--- config.mk ---
export PLATFORM = sky130hd
export DESIGN_NAME = key_transmitter
export DESIGN_NICKNAME = d
export VERILOG_FILES = /design/src/rtl/key_transmitter.sv
export SDC_FILE = /design/constraint.sdc
export NUM_CORES = 1
export LEC_CHECK = 0
export BUFFER_PORTS_ARGS = -buffer_cell sky130_fd_sc_hd__buf_2
export CAP_MARGIN = 20
export CORE_MARGIN = 1.5
export CORE_UTILIZATION = 41
export CTS_BUF_LIST = sky130_fd_sc_hd__clkbuf_8 sky130_fd_sc_hd__clkbuf_16
export DETAILED_ROUTE_END_ITERATION = 10
export MAX_ROUTING_LAYER = met4
export PLACE_DENSITY = 0.65
export SLEW_MARGIN = 20
export SYNTH_ARGS = -nofsm -noshare
export SYNTH_HDL_FRONTEND = slang
export SYNTH_SLANG_ARGS = --single-unit
--- constraint.sdc ---
create_clock -name clk -period 3 [get_ports clk]
set_input_delay 0.15 -clock clk [delete_from_list [all_inputs] [get_ports clk]]
set_output_delay 0.15 -clock clk [all_outputs]
set_load 0.01 [all_outputs]
--- src/rtl/key_transmitter.sv ---
// Public-key word streamer: grants one request from the key-send stage,
// captures (n, e) and streams them LS word first over a valid/ready port.
module key_transmitter #(
    parameter int KEY_WIDTH  = 128,
    parameter int WORD_WIDTH = 32
) (
    input  logic                  clk,
    input  logic                  rst,
    input  logic                  request,
    input  logic [KEY_WIDTH-1:0]  n,
    input  logic [KEY_WIDTH-1:0]  e,
    output logic                  accept,
    output logic [WORD_WIDTH-1:0] tx_data,
    output logic                  tx_valid,
    input  logic                  tx_ready,
    output logic                  tx_sel,
    output logic                  tx_last,
    output logic                  busy,
    output logic                  done
);

    localparam int NUM_WORDS = KEY_WIDTH / WORD_WIDTH;
    localparam int IDX_W     = (NUM_WORDS > 1) ? $clog2(NUM_WORDS) : 1;
    localparam logic [IDX_W-1:0] LAST_IDX = IDX_W'(NUM_WORDS - 1);

    typedef enum logic [2:0] {
        IDLE,
        GRANT,
        SETTLE,
        CAPTURE,
        SEND,
        DONE
    } state_t;

    state_t                 state;
    logic [KEY_WIDTH-1:0]   key_n;
    logic [KEY_WIDTH-1:0]   key_e;
    logic [IDX_W-1:0]       idx;
    logic                   armed;

    logic [IDX_W-1:0]       next_idx;
    logic                   next_sel;
    logic                   next_last;
    logic [WORD_WIDTH-1:0]  next_word;
    logic                   xfer;
    int                     base;

    // Next word is pre-computed so tx_data can be a register.
    always_comb begin
        xfer = tx_valid && tx_ready;
        if (idx == LAST_IDX) begin
            next_idx = '0;
            next_sel = 1'b1;
        end else begin
            next_idx = idx + 1'b1;
            next_sel = tx_sel;
        end
        next_last = next_sel && (next_idx == LAST_IDX);
        base      = int'(next_idx) * WORD_WIDTH;
        if (next_sel) begin
            next_word = key_e[base +: WORD_WIDTH];
        end else begin
            next_word = key_n[base +: WORD_WIDTH];
        end
    end

    always_ff @(posedge clk) begin
        if (rst) begin
            state    <= IDLE;
            key_n    <= '0;
            key_e    <= '0;
            idx      <= '0;
            armed    <= 1'b1;
            accept   <= 1'b0;
            tx_data  <= '0;
            tx_valid <= 1'b0;
            tx_sel   <= 1'b0;
            tx_last  <= 1'b0;
            busy     <= 1'b0;
            done     <= 1'b0;
        end else begin
            accept <= 1'b0;
            done   <= 1'b0;

            // A level request must drop before it can be granted again.
            if (state == CAPTURE) begin
                armed <= 1'b0;
            end else if (!request) begin
                armed <= 1'b1;
            end

            unique case (state)
                IDLE: begin
                    if (request && armed) begin
                        state  <= GRANT;
                        accept <= 1'b1;
                        busy   <= 1'b1;
                    end
                end
                GRANT: begin
                    state <= SETTLE;
                end
                SETTLE: begin
                    state <= CAPTURE;
                end
                CAPTURE: begin
                    key_n    <= n;
                    key_e    <= e;
                    idx      <= '0;
                    tx_sel   <= 1'b0;
                    tx_last  <= 1'b0;
                    tx_data  <= n[WORD_WIDTH-1:0];
                    tx_valid <= 1'b1;
                    state    <= SEND;
                end
                SEND: begin
                    if (xfer) begin
                        if (tx_last) begin
                            state    <= DONE;
                            tx_valid <= 1'b0;
                            tx_last  <= 1'b0;
                            tx_sel   <= 1'b0;
                            tx_data  <= '0;
                            done     <= 1'b1;
                        end else begin
                            idx     <= next_idx;
                            tx_sel  <= next_sel;
                            tx_last <= next_last;
                            tx_data <= next_word;
                        end
                    end
                end
                DONE: begin
                    state <= IDLE;
                    busy  <= 1'b0;
                end
                default: begin
                    state <= IDLE;
                end
            endcase
        end
    end

endmodule

==> metrics.yaml <==
wl_met2_mm: 19.16
critPathTopFamily: "simple AND/OR/NAND/NOR gates"
syn_to_final_growth_pct: 42.43
power_density_nw_per_um2: 518.1
required_ns: 3.41
gr-total-overflow: 0
finalInstanceArea_um2: 17780
cts_tree: "yes"
rsz0062_at_grt: "false"
fin_crit_sh_pct: 74.62
end_kind: "register"
vias_per_cell: 5.305
syn-num-nets: 1848
arrival_ns: 2.65
start_util_pct: 41.89
antenna_found_initial: 3
yosys_most_used_dff: "dfxtp_1"
ys_types: 41
p_leak_nw: 6.725
slew_viol_final: 0
drt-pass1-iter-count: 7
min_period_ns: 2.238
setup_viol: 0
drc: 0
cts_num_sinks: 300
hp-class: "in -> reg"
avgSynthCellArea_um2: 7.870
nets: 2315
htree_levels: 2
tightestPinTransition_ns: 1.103
status: "finished clean"
async_flop_share_pct: 0
dpl_cell_area_um2: 14130
die_x_um: 177.5
r2r.worst_path.cells: 5
ctsResizeCount: 0
fmax_mhz: 446.7
yosys_warnings: 0
vias: 13100
slew_headroom_pct: 26.31
grt_first_pass_wirelength_mm: 67.09
crit_cells: 5
grt_pass1_vias: 12420
top_layer: "met4"
drv_cap: 0
dr.first_iter.drc_count: 1085
die-area_um2: 31500
netlist_area_um2: 12480
core_area_um2: 29800
post_cts_buffers: 0
clock_latency_ns: 0.51
postRouteAntennaNets: 0
slowest_delay_ns: 0.57
wl_per_cell_um: 17.91
cp_slowest_cell: "or3b_2"
path_clk_slew_ns: 0.06
track_usage_pct: 28.03
cts_max_path_buffers: 3
totalWireLength_mm: 44.23
met3_wirelength_mm: 3.088
critPathKind: "reg -> reg"
worst_ir_drop_vdd_v: 0.0003085
io_buffers: 297
worstSetupStartpointType: "register"
grt_max_degree: 178
cts-buffers-inserted: 34
rows: 63
drive_above_1_share_pct: 18.06
synth_edf_count: 0
wl_met1_mm: 20.37
path_buf_inv: 1
skew_ns: 0.01280
gp_congestion: 0.9217
die_h_um: 177.5
hpwl_mm: 26.84
tns_ns: 0
ioPinCount: 298
ys_ff_latch: 300
holdPathStages: 4
final_hold_viol_count: 0
path_max_fanout: 32
yosysSeqAreaShare_pct: 48.12
root_buffer: "clkbuf_16"
syn_inst: 1586
path_cells: "or3b_2 -> nor3_4 -> buf_4 -> o211ai_1 -> a311oi_1"
## path summary, 6_finish.rpt
path	from	to	slack (ns)
max	state[2]$_SDFFE_PP0P_	tx_data[14]$_SDFFE_PP0P_	0.76
min	tx_ready	tx_valid$_SDFFE_PP0P_	0.04
max reg2reg	state[2]$_SDFFE_PP0P_	tx_data[14]$_SDFFE_PP0P_	0.76
min reg2reg	key_e[83]$_SDFFE_PP0P_	key_e[83]$_SDFFE_PP0P_	0.45
## registers in the layout (all words and copies together) (netlist names)
register,count
accept,1
armed,1
busy,1
tx_valid,1
key_n,128
state,3
done,1
tx_data,32
tx_last,1
tx_sel,1
idx,2
key_e,128
## where the power goes
part	internal (W)	switching, W	total (W)
clock network	0.00233	0.00161	0.00394
logic	0.000519	0.000519	0.00104
registers	0.00413	0.0000982	0.00423
## logic make-up (layout without fill, tap and decap cells)
family	after synthesis	after routing	share of synthesized area (%)
AOI/OAI and AO/OA	431	431	20.98
xor gates and xnor gates	1	1	0.07018
adders and majority gates	2	2	0.2004
buffers and inverters	144	634	4.791
DFF	300	300	48.12
muxes	66	66	5.303
other	0	3	0
and+or+nand+nor	642	642	20.54
## layout by cell type (no fill, tap or decap), drive strengths merged, types with 3 or more instances in the layout
cell	count
a21oi	295
a2bb2oi	32
a311oi	32
buf	317
clkbuf	42
clkinv	5
dfxtp	300
diode	3
dlygate4sd3	257
inv	12
mux2i	65
nand2	548
nand2b	3
nor2	40
nor3	7
o2111ai	31
o211ai	31
or3	31
## cells in the mapped netlist (16+ instances only)
cell | instances | share of area, %
a2bb2oi_1 | 32 | 2.2
buf_2 | 16 | 0.64
dfxtp_1 | 300 | 48
a21oi_1 | 293 | 12
o211ai_1 | 31 | 1.9
o2111ai_1 | 31 | 2.2
or3_1 | 31 | 1.6
a311oi_1 | 32 | 2.2
mux2i_1 | 65 | 5.2
nor2_1 | 40 | 1.2
clkbuf_1 | 110 | 3.3
nand2_1 | 548 | 16
## routing by layer
metal / vias up / track usage, %
li1: 6348 / -
met1: 6071 / 38.82
met2: 558 / 40.72
met5: - / -
met4: 0 / 10.89
met3: 121 / 4.520
## through the flow
stage | worst slack, ns | util, % | hold WS (ns) | instances | total power, W
floorplan | 0.7972 | - | 0.2860 | 1586 | 0.004705
global placement | 0.8329 | 47.42 | 0.3948 | 2150 | 0.005062
detailed placement | 0.8270 | 47.42 | 0.3961 | 2150 | 0.005074
CTS | 0.7861 | 59.64 | 0.02269 | 2466 | 0.009255
global route | 0.5645 | 59.67 | 0.08283 | 2469 | 0.009560
finish | 0.7615 | 59.67 | 0.03830 | 2469 | 0.009211
## area by class of cell
class,count,area (um2)
Fill cell,2604,12020
Multi-Input combinational cell,1142,5907
Clock inverter,17,73.82
Antenna cell,3,7.507
Sequential cell,300,6010
Clock buffer,42,994.7
Timing Repair Buffer,574,4294
Inverter,1,3.754
Tap cell,390,488.0
## worst min-delay path: cells and delay by family
family                 cells  cell delay (ns)
AO/OA/AOI/OAI              2             0.21
buffers and inverters      1             0.08
AND/OR/NAND/NOR            1             0.05
## what timing repair did
item	4_1_cts	5_1_grt
endpoints found under the hold margin	259	0
hold buffers	257	0
setup endpoints to repair	0	0
(Power assumes the default switching activity.)
